## src/rtl/gpio_frame_rx_pkg.sv

```systemverilog
// Shared types and defaults for the GPIO frame receiver: FSM state encoding,
// parameter defaults, the external-clock idle level and a counter-width helper.
package gpio_frame_rx_pkg;

  typedef enum logic [0:0] {
    ST_IDLE  = 1'b0,
    ST_SHIFT = 1'b1
  } state_t;

  localparam int DEF_DATA_W      = 8;
  localparam int DEF_SYNC_STAGES = 2;
  localparam int DEF_TIMEOUT     = 10000;

  // The external clock idles high, so its synchronizer resets to this level.
  localparam logic CLK_IDLE_LVL = 1'b1;

  // Width of a counter that must hold values 0..max_val.
  function automatic int cnt_width(input int max_val);
    return (max_val < 2) ? 1 : $clog2(max_val + 1);
  endfunction

endpackage

```

## src/rtl/gpio_frame_rx_if.sv

```systemverilog
// Word output channel of the GPIO frame receiver. master = receiver (source),
// slave = downstream consumer.
interface gpio_frame_rx_if #(
  parameter int DATA_W = gpio_frame_rx_pkg::DEF_DATA_W
);

  // Handshake: rx_data is meaningful while rx_valid is high; the word is
  // consumed on any clk edge where rx_valid && rx_ready. The source holds
  // rx_data stable until consumed; rx_ready may change freely.
  logic [DATA_W-1:0] rx_data;
  logic              rx_valid;
  logic              rx_ready;

  modport master (
    output rx_data,
    output rx_valid,
    input  rx_ready
  );

  modport slave (
    input  rx_data,
    input  rx_valid,
    output rx_ready
  );

endinterface

```

## src/rtl/gpio_sync_edge.sv

```systemverilog
// Multi-stage input synchronizer with one edge-detect register and a
// registered rise strobe. o_level is delayed to line up with o_rise.
module gpio_sync_edge #(
  parameter int   STAGES  = 2,
  parameter logic RST_VAL = 1'b0
) (
  input  logic clk,
  input  logic rstn,
  input  logic i_clr,
  input  logic i_pin,
  output logic o_level,
  output logic o_rise
);

  logic [STAGES-1:0] r_sync;
  logic              r_prev;
  logic              r_rise;

  // i_clr returns the chain to its reset image so re-enabling cannot
  // manufacture an edge that the pin never made.
  always_ff @(posedge clk or negedge rstn) begin
    if (!rstn) begin
      r_sync <= {STAGES{RST_VAL}};
      r_prev <= RST_VAL;
      r_rise <= 1'b0;
    end else if (i_clr) begin
      r_sync <= {STAGES{RST_VAL}};
      r_prev <= RST_VAL;
      r_rise <= 1'b0;
    end else begin
      r_sync <= {r_sync[STAGES-2:0], i_pin};
      r_prev <= r_sync[STAGES-1];
      r_rise <= r_sync[STAGES-1] & ~r_prev;
    end
  end

  assign o_level = r_prev;
  assign o_rise  = r_rise;

endmodule

```

## src/rtl/gpio_frame_rx.sv

```systemverilog
// GPIO frame receiver: synchronizes slow clock / push / data pins, shifts
// MSB-first words and offers them on a valid/ready channel.
// Optional macro GPIO_FRAME_RX_TIMEOUT_EN adds an in-frame clock timeout.
module gpio_frame_rx
  import gpio_frame_rx_pkg::*;
#(
  parameter int DATA_W      = DEF_DATA_W,
  parameter int SYNC_STAGES = DEF_SYNC_STAGES,
  parameter int TIMEOUT     = DEF_TIMEOUT
) (
  input  logic              clk,
  input  logic              rstn,
  input  logic              en,
  input  logic              ext_clk_in,
  input  logic              ext_push_in,
  input  logic              ext_data_in,
  gpio_frame_rx_if.master   rx,
  output logic              frame_err,
  output logic              busy,
  output state_t            dbg_state
);

  localparam int CNT_W = cnt_width(DATA_W);

  logic w_sync_clr;
  logic w_clk_rise, w_clk_level;
  logic w_push_rise, w_push_level;
  logic w_data, w_data_rise;
  logic w_unused_ok;

  assign w_sync_clr  = ~en;
  assign w_unused_ok = ^{w_clk_level, w_push_level, w_data_rise};

  gpio_sync_edge #(.STAGES(SYNC_STAGES), .RST_VAL(CLK_IDLE_LVL)) u_sync_clk (
    .clk     (clk),
    .rstn    (rstn),
    .i_clr   (w_sync_clr),
    .i_pin   (ext_clk_in),
    .o_level (w_clk_level),
    .o_rise  (w_clk_rise)
  );

  gpio_sync_edge #(.STAGES(SYNC_STAGES), .RST_VAL(1'b0)) u_sync_push (
    .clk     (clk),
    .rstn    (rstn),
    .i_clr   (w_sync_clr),
    .i_pin   (ext_push_in),
    .o_level (w_push_level),
    .o_rise  (w_push_rise)
  );

  gpio_sync_edge #(.STAGES(SYNC_STAGES), .RST_VAL(1'b0)) u_sync_data (
    .clk     (clk),
    .rstn    (rstn),
    .i_clr   (w_sync_clr),
    .i_pin   (ext_data_in),
    .o_level (w_data),
    .o_rise  (w_data_rise)
  );

  state_t            r_state, w_state_nxt;
  logic [DATA_W-1:0] r_shift;
  logic [CNT_W-1:0]  r_bit_cnt;
  logic [DATA_W-1:0] r_data;
  logic              r_valid;
  logic              r_err;

  logic [DATA_W-1:0] w_word;
  logic w_last, w_start, w_abort, w_shift, w_done;
  logic w_timeout, w_handshake, w_load, w_drop;

  assign w_word = {r_shift[DATA_W-2:0], w_data};
  assign w_last = (r_bit_cnt == CNT_W'(DATA_W - 1));

`ifdef GPIO_FRAME_RX_TIMEOUT_EN
  localparam int TMO_W = cnt_width(TIMEOUT);
  logic [TMO_W-1:0] r_tmo;
  logic             w_tmo_hit;

  // Fires on the step that would carry the counter to TIMEOUT-1.
  assign w_tmo_hit = (r_tmo == TMO_W'(TIMEOUT - 2));

  always_ff @(posedge clk or negedge rstn) begin
    if (!rstn) begin
      r_tmo <= '0;
    end else if (!en || r_state != ST_SHIFT || w_start || w_abort || w_shift || w_timeout) begin
      r_tmo <= '0;
    end else begin
      r_tmo <= r_tmo + TMO_W'(1);
    end
  end
`else
  logic w_tmo_hit;
  assign w_tmo_hit = 1'b0;
`endif

  // FSM state register.
  always_ff @(posedge clk or negedge rstn) begin
    if (!rstn) begin
      r_state <= ST_IDLE;
    end else begin
      r_state <= w_state_nxt;
    end
  end

  // FSM next state. A push rise always wins over a same-cycle clock rise.
  always_comb begin
    w_state_nxt = r_state;
    if (!en) begin
      w_state_nxt = ST_IDLE;
    end else begin
      case (r_state)
        ST_IDLE: begin
          if (w_push_rise) w_state_nxt = ST_SHIFT;
        end
        ST_SHIFT: begin
          if (w_push_rise)                w_state_nxt = ST_SHIFT;
          else if (w_done || w_timeout)   w_state_nxt = ST_IDLE;
        end
        default: w_state_nxt = ST_IDLE;
      endcase
    end
  end

  // FSM outputs: per-cycle events derived from state and strobes.
  always_comb begin
    w_start     = 1'b0;
    w_abort     = 1'b0;
    w_shift     = 1'b0;
    w_done      = 1'b0;
    w_timeout   = 1'b0;
    w_handshake = r_valid & rx.rx_ready;
    w_load      = 1'b0;
    w_drop      = 1'b0;
    if (en) begin
      case (r_state)
        ST_IDLE: begin
          w_start = w_push_rise;
        end
        ST_SHIFT: begin
          w_abort   = w_push_rise;
          w_shift   = ~w_push_rise & w_clk_rise;
          w_done    = w_shift & w_last;
          w_timeout = ~w_push_rise & ~w_clk_rise & w_tmo_hit;
        end
        default: ;
      endcase
    end
    w_load = w_done & (~r_valid | rx.rx_ready);
    w_drop = w_done & ~w_load;
  end

  // Shift register and bit counter.
  always_ff @(posedge clk or negedge rstn) begin
    if (!rstn) begin
      r_shift   <= '0;
      r_bit_cnt <= '0;
    end else if (!en || w_start || w_abort || w_timeout || w_done) begin
      r_shift   <= '0;
      r_bit_cnt <= '0;
    end else if (w_shift) begin
      r_shift   <= w_word;
      r_bit_cnt <= r_bit_cnt + CNT_W'(1);
    end
  end

  // Output word holding register; keeps working while en is low.
  always_ff @(posedge clk or negedge rstn) begin
    if (!rstn) begin
      r_data  <= '0;
      r_valid <= 1'b0;
    end else if (w_load) begin
      r_data  <= w_word;
      r_valid <= 1'b1;
    end else if (w_handshake) begin
      r_valid <= 1'b0;
    end
  end

  always_ff @(posedge clk or negedge rstn) begin
    if (!rstn) begin
      r_err <= 1'b0;
    end else begin
      r_err <= w_drop | w_abort | w_timeout;
    end
  end

  assign rx.rx_data  = r_data;
  assign rx.rx_valid = r_valid;
  assign frame_err   = r_err;
  assign busy        = (r_state == ST_SHIFT);
  assign dbg_state   = r_state;

endmodule
```

## src/flat_wrapper.sv

```systemverilog
// flat-port wrapper written by rule: the top's interface ports become plain ports
module gpio_frame_rx_flat import gpio_frame_rx_pkg::*;
#(
  parameter int DATA_W      = DEF_DATA_W,
  parameter int SYNC_STAGES = DEF_SYNC_STAGES,
  parameter int TIMEOUT     = DEF_TIMEOUT
)
  (clk, rstn, en, ext_clk_in, ext_push_in, ext_data_in, frame_err, busy, dbg_state, rx_rx_data, rx_rx_valid, rx_rx_ready);
  gpio_frame_rx_if #(.DATA_W(DATA_W)) rx_i ();
  input  logic clk;
  input  logic rstn;
  input  logic en;
  input  logic ext_clk_in;
  input  logic ext_push_in;
  input  logic ext_data_in;
  output logic frame_err;
  output logic busy;
  output state_t dbg_state;
  output wire logic [$bits(rx_i.rx_data)-1:0] rx_rx_data;
  output wire logic [$bits(rx_i.rx_valid)-1:0] rx_rx_valid;
  input wire logic [$bits(rx_i.rx_ready)-1:0] rx_rx_ready;
  assign rx_rx_data = rx_i.rx_data;
  assign rx_rx_valid = rx_i.rx_valid;
  assign rx_i.rx_ready = rx_rx_ready;
  gpio_frame_rx #(.DATA_W(DATA_W), .SYNC_STAGES(SYNC_STAGES), .TIMEOUT(TIMEOUT)) u_core (.clk(clk), .rstn(rstn), .en(en), .ext_clk_in(ext_clk_in), .ext_push_in(ext_push_in), .ext_data_in(ext_data_in), .rx(rx_i), .frame_err(frame_err), .busy(busy), .dbg_state(dbg_state));
endmodule
```

## config.mk

```make
export PLATFORM = sky130hd
export DESIGN_NAME = gpio_frame_rx_flat
export DESIGN_NICKNAME = d
export VERILOG_FILES = /design/src/rtl/gpio_frame_rx_pkg.sv /design/src/rtl/gpio_frame_rx_if.sv /design/src/rtl/gpio_sync_edge.sv /design/src/rtl/gpio_frame_rx.sv /design/src/flat_wrapper.sv
export SDC_FILE = /design/constraint.sdc
export NUM_CORES = 1
export LEC_CHECK = 0
export ABC_AREA = 0
export CAP_MARGIN = 20
export CORE_MARGIN = 2
export CORE_UTILIZATION = 35
export DETAILED_ROUTE_END_ITERATION = 8
export SLEW_MARGIN = 0
export SYNTH_ARGS = -nofsm -noshare
export SYNTH_HDL_FRONTEND = slang
export SYNTH_SLANG_ARGS = --single-unit
```

## constraint.sdc

```tcl
create_clock -name clk -period 2.6 [get_ports clk]
set_clock_uncertainty 0.15 [all_clocks]
set_input_delay 0.26 -clock clk [delete_from_list [all_inputs] [get_ports clk]]
set_output_delay 0.26 -clock clk [all_outputs]
set_load 0.005 [all_outputs]
```

# After elaboration in Yosys (flattened, before gate mapping)
# Index checks and enable logic that the tools add are counted.
[op_classes]
n_addsub = 1
n_eq_ne = 1
muxes = 27
bitwise_logic = 15
n_reduce_logical = 6
[op_table]
columns = ["cell", "count"]
rows = [
  ["2-to-1 mux 1 bit", 19],
  ["2-to-1 mux 7 bit", 2],
  ["2-to-1 mux 4 bit", 2],
  ["bitwise AND 1 bit", 7],
  ["2-to-1 mux 2 bit", 3],
  ["NOT 1 bit", 6],
  ["adder 4 x 1 -> 4 bit, second input constant", 1],
  ["== test 4 x 3 -> 1 bit, second input constant", 1],
  ["nonzero test 2 bit", 2],
  ["logical OR 1 bit", 3],
  ["bitwise OR 1 bit", 2],
  ["one-hot mux 1 bit (2 select lines)", 1],
  ["logical NOT 1 bit", 1],
]
[totals]
regBits = 33

# Depth between registers and ports, before layout
[logic_depth]
ltp_word = 9
depth_mapped = 4

# Hierarchy
# From an unflattened synthesis, not the netlist that was laid out.
[hier_totals]
cells_unflattened = 87
hier_area_um2 = 1298.7
[by_module_without_submodules]
columns = ["mod", "n_inst", "cells_each", "area_per_inst_um2", "seq_area_each_um2"]
rows = [
  ["gpio_frame_rx", 1, 63, 905.9, 550.5],
  ["gpio_sync_edge (u_core.u_sync_data ...)", 2, 8, 131.4, 100.1],
  ["gpio_sync_edge (u_core.u_sync_clk)", 1, 8, 130.1, 103.8],
]

# Worst setup path before layout
# Ideal clock, no wire load.
[synth_path]
path_type = "register to register"
from = "register u_core.r_bit_cnt[0]"
to = "register u_core.r_data[0] (netlist: u_core.rx.rx_data[0])"
t_arrival_ns = 1.565
setup_slack_ns = 0.760
path_stages_with_launch = 5
synth_period_minus_slack_ns = 1.840
cell_sequence = "dfrtp_1 ha_1 nand3b_4 nor4_4 mux2_2"
[synth_via]
elab_chain_len = 5
[synth_lines]
columns = ["element", "line_no", "source"]
rows = [
  ["start: declaration", "gpio_frame_rx.sv:63", "logic [CNT_W-1:0] r_bit_cnt;"],
  ["start signal: assignment", "gpio_frame_rx.sv:163", "r_bit_cnt <= r_bit_cnt + CNT_W'(1);"],
  ["== test 4 x 3 -> 1 bit", "gpio_frame_rx.sv:73", "assign w_last = (r_bit_cnt == CNT_W'(DATA_W - 1));"],
  ["bitwise AND 1 bit", "gpio_frame_rx.sv:143", "w_done = w_shift & w_last;"],
  ["2-to-1 mux 1 bit", "gpio_frame_rx.sv:136", "case (r_state)"],
  ["2-to-1 mux 1 bit", "gpio_frame_rx.sv:135", "if (en) begin"],
  ["bitwise AND 1 bit", "gpio_frame_rx.sv:149", "w_load = w_done & (~r_valid | rx.rx_ready);"],
  ["end signal: assignment", "gpio_frame_rx.sv:173", "r_data <= w_word;"],
  ["end: declaration", "gpio_frame_rx.sv:64", "logic [DATA_W-1:0] r_data;"],
]
# No other way between the ends.
# A chain may end at the register's enable or synchronous reset.

# Final worst setup path
[layout_path]
from = "register u_core.r_bit_cnt[0]"
to = "register u_core.r_data[3] (netlist: u_core.rx.rx_data[3])"
# The elaborated chain is that of the path after synthesis.

==> impl_metrics.csv <==
group,metric,value,unit
outcome,status,"completed",
detailed_routing,via_per_inst,4.75,
clocking,later_pin_clock_latency_in_the_skew_report,0.28,ns
worst_setup_path,cpMaxStageDelayCell,"sky130_fd_sc_hd__nor4_4",
pwr,leakagePower,0.761,nW
worst_setup_path,r2r_end,"u_core.rx.rx_data[3]",
pwr,power_density_normalized_to_cell_area,576,nW/µm²
timing,setup-violations-final,0,
worst_setup_path,launch_point_of_the_critical_path,"u_core.r_bit_cnt[0]",
clocking,cts_root_buffer,"sky130_fd_sc_hd__clkbuf_8",
place,placed_cell_area,1550,µm²
min_path,worst_hold_path_type,"in -> async",
worst_setup_path,ff2ff_setup_slack,0.53,ns
timing,rsz0062_at_grt,"false",
detailed_routing,detail_route.first_pass.iterations,4,
cells_and_area,layout.cells.non_filler,177,
clocking,cts_tree,"done",
clocking,cts-htree-levels,2,
floorplanning,fp.coreArea,3630,µm²
timing,fmax,0.482,GHz
timing,final_min_period_over_clock_period,79.8,%
place,gp_congestion,0.697,
detailed_routing,drt-initial-drc-count,29,
clocking,cts_repair_resize_count,0,
detailed_routing,drc,0,
worst_setup_path,worst_setup_path_end_kind,"flop",
worst_setup_path,critical_path.startpoint_type,"flop",
place,placed_cells,169,
floorplanning,floorplan.initialDensity,36.0,%
cells_and_area,mostFrequentLayoutCells,"30 x sky130_fd_sc_hd__dfrtp_1, 18 x sky130_fd_sc_hd__clkdlybuf4s50_1, 10 x sky130_fd_sc_hd__nand2_1, 10 x sky130_fd_sc_hd__nand3_1, 10 x sky130_fd_sc_hd__a21oi_1",
clocking,postCtsSetupBuffers,0,
cells_and_area,post_route_cells_drive_above_1_share,20.2,%
worst_setup_path,worst_r2r_startpoint,"u_core.r_bit_cnt[0]",
grt,grt_pass1_vias,856,
floorplanning,rows,22,
yosys,yosysSeqAreaShare,63.5,%
floorplanning,design.portCount,19,
worst_setup_path,max_stage_delay,0.59,ns
cells_and_area,fin_nets,136,
flow_run,cap_violations,0,
worst_setup_path,worstRegToRegCells,4,
grt,overall_track_demand_over_capacity_in_global_routing,12.4,%
grt,grt.overflow.total,0,
clocking,cts_inserted_buffers,5,
yosys,yosys_register_bits,33,
timing,tightest_slew,0.585,ns
yosys,synth-warning-count,0,
cells_and_area,antenna_cells_inserted,0,
detailed_routing,drt-wirelength-per-cell,12.1,µm
grt,global_route_wire_length_before_repair,3.88,mm
grt,grt_max_degree,34,
pwr,ir_worst_vdd,0.296,mV
worst_setup_path,timing.critical_path.fanout_max,10,
clocking,cts_buffer_depth,2,
detailed_routing,routed_wl,2.15,mm
timing,slew_limit_fails,0,
clocking,cts_sinks,33,
timing,timing.setup.tns,0,ns
timing,final_critical_period,2.07,ns
floorplanning,die_height,65.1,µm
worst_setup_path,cp_data_required_time,2.62,ns
cells_and_area,layout-area-overhead-vs-synth,25.9,%
place,place.detailed.hpwl,1.49,mm
place,port-buffer-count,18,
yosys,postSynthCellCount,104,
yosys,post_synth_num_cell_types,29,
cells_and_area,post-route-cell-area,1640,µm²
cells_and_area,final_common_cell,"sky130_fd_sc_hd__dfrtp_1",
timing,hold_violation_total_from_the_final_report,0,
grt,grt_antenna_before_repair,0,
clocking,clk_transition_reported_paths,0.06,ns
yosys,syn-mean-instance-area,12.6,µm²
yosys,post_synth_instance_area,1310,µm²
timing,max-slew-margin-rel,60.7,%
detailed_routing,drtAntennaViolNets,0,
worst_setup_path,critPathArrivalTime,2.09,ns
worst_setup_path,setup.worst_path.class,"reg -> reg",
detailed_routing,dr_total_vias,841,
yosys,postSynthNetCount,112,
floorplanning,die_area,4240,µm²
floorplanning,die_width,65.1,µm
clocking,cts_hold_repair.buffers,0,
worst_setup_path,cells_traversed_along_the_worst_timing_path,"ha_1, nand3b_4, nor4_4, mux2_2",
cells in the mapped netlist, drive strengths merged:
master,instances,area share [%]
dfrtp,30,57
a21oi,10,3.8
nand2,10,2.9
nand3,10,3.8
mux2,8,6.9
and2,7,3.4
clkbuf,3,0.86
dfstp,3,6.0
and3b,2,1.4
buf,2,0.86
nand2b,2,0.96
or2b,2,1.1
a21boi,1,0.57
a32o,1,0.77
and2b,1,0.67
ha,1,0.96
nand3b,1,1.5
nor2,1,0.29
nor2b,1,0.48
nor3,1,0.38
nor4,1,1.6
o21a,1,0.57
o21ai,1,0.38
or2,1,0.48
or3,1,0.48
or4,1,0.57
xor2,1,0.67
state kept, by name, summed over array words and instances, names as in the netlist:
signal,flops
u_core.frame_err,1
u_core.u_sync_data.o_level,1
u_core.r_shift,7
u_core.u_sync_clk.r_sync,2
u_core.u_sync_clk.o_rise,1
u_core.u_sync_push.o_level,1
u_core.busy,1
u_core.rx.rx_valid,1
u_core.rx.rx_data,8
u_core.u_sync_push.r_sync,2
u_core.u_sync_data.r_sync,2
u_core.u_sync_clk.o_level,1
u_core.r_bit_cnt,4
u_core.u_sync_push.o_rise,1
through the flow:
| step | util, % | hold slack (ns) | power [mW] | setup WS, ns |
|---|---|---|---|---|
| 6_report | 45.2 | 0.226 | 0.948 | 0.526 |
| 5_1_grt | 45.2 | 0.254 | 0.997 | 0.414 |
| 3_5_place_dp | 42.8 | 0.242 | 0.572 | 0.341 |
| 2_1_floorplan | - | -0.186 | 0.545 | 0.760 |
| 4_1_cts | 45.2 | 0.234 | 0.967 | 0.502 |
| 3_3_place_gp | 42.8 | 0.233 | 0.570 | 0.389 |
metal layers:
metal  global-route usage (%)  up-vias  wire [µm]
met5                        0        -          0
met4                     7.81        0         59
met3                     4.62        8        115
met2                     19.7       20       1020
met1                     14.1      409        957
li1                         -      404          -
cell type report:
class	count	area, µm²
clock buffers	8	90.1
fillers	344	1990
multi-input cells	66	454
repair buffers	22	210
well taps	48	60.1
flip-flops and latches	33	830
worst max-delay path, delay by kind of cell, from the launching register on:
family,cells,cell delay [ns]
fa+ha+maj,1,0.26
flops,1,0.39
mux,1,0.40
simple gates,2,0.76
cell families after synthesis:
| kind of cell | synth area share [%] |
|---|---|
| AO/OA/AOI/OAI | 6.13 |
| AND/OR/NAND/NOR | 20.1 |
| buffers and inverters | 1.72 |
| multiplexers | 6.90 |
| adder cells (fa/ha/maj) | 0.958 |
| flip-flops | 63.5 |
| XOR/XNOR | 0.671 |
worst max path at each step:
stage	endpoint	cells after the start	slack [ns]
3_3_place_gp	u_core.rx.rx_data[1]	4	0.39
2_1_floorplan	u_core.rx.rx_data[0]	4	0.76
5_1_grt	u_core.rx.rx_data[1]	4	0.41
6_report	u_core.rx.rx_data[3]	4	0.53
4_1_cts	u_core.rx.rx_data[6]	4	0.50
3_5_place_dp	u_core.rx.rx_data[6]	4	0.34
where the power goes:
group          internal, mW  switching, mW
clock                 0.216          0.171
sequential            0.522        0.00259
combinational        0.0173         0.0193
total                 0.754          0.193
No activity file was read; power rests on OpenSTA's default activity.
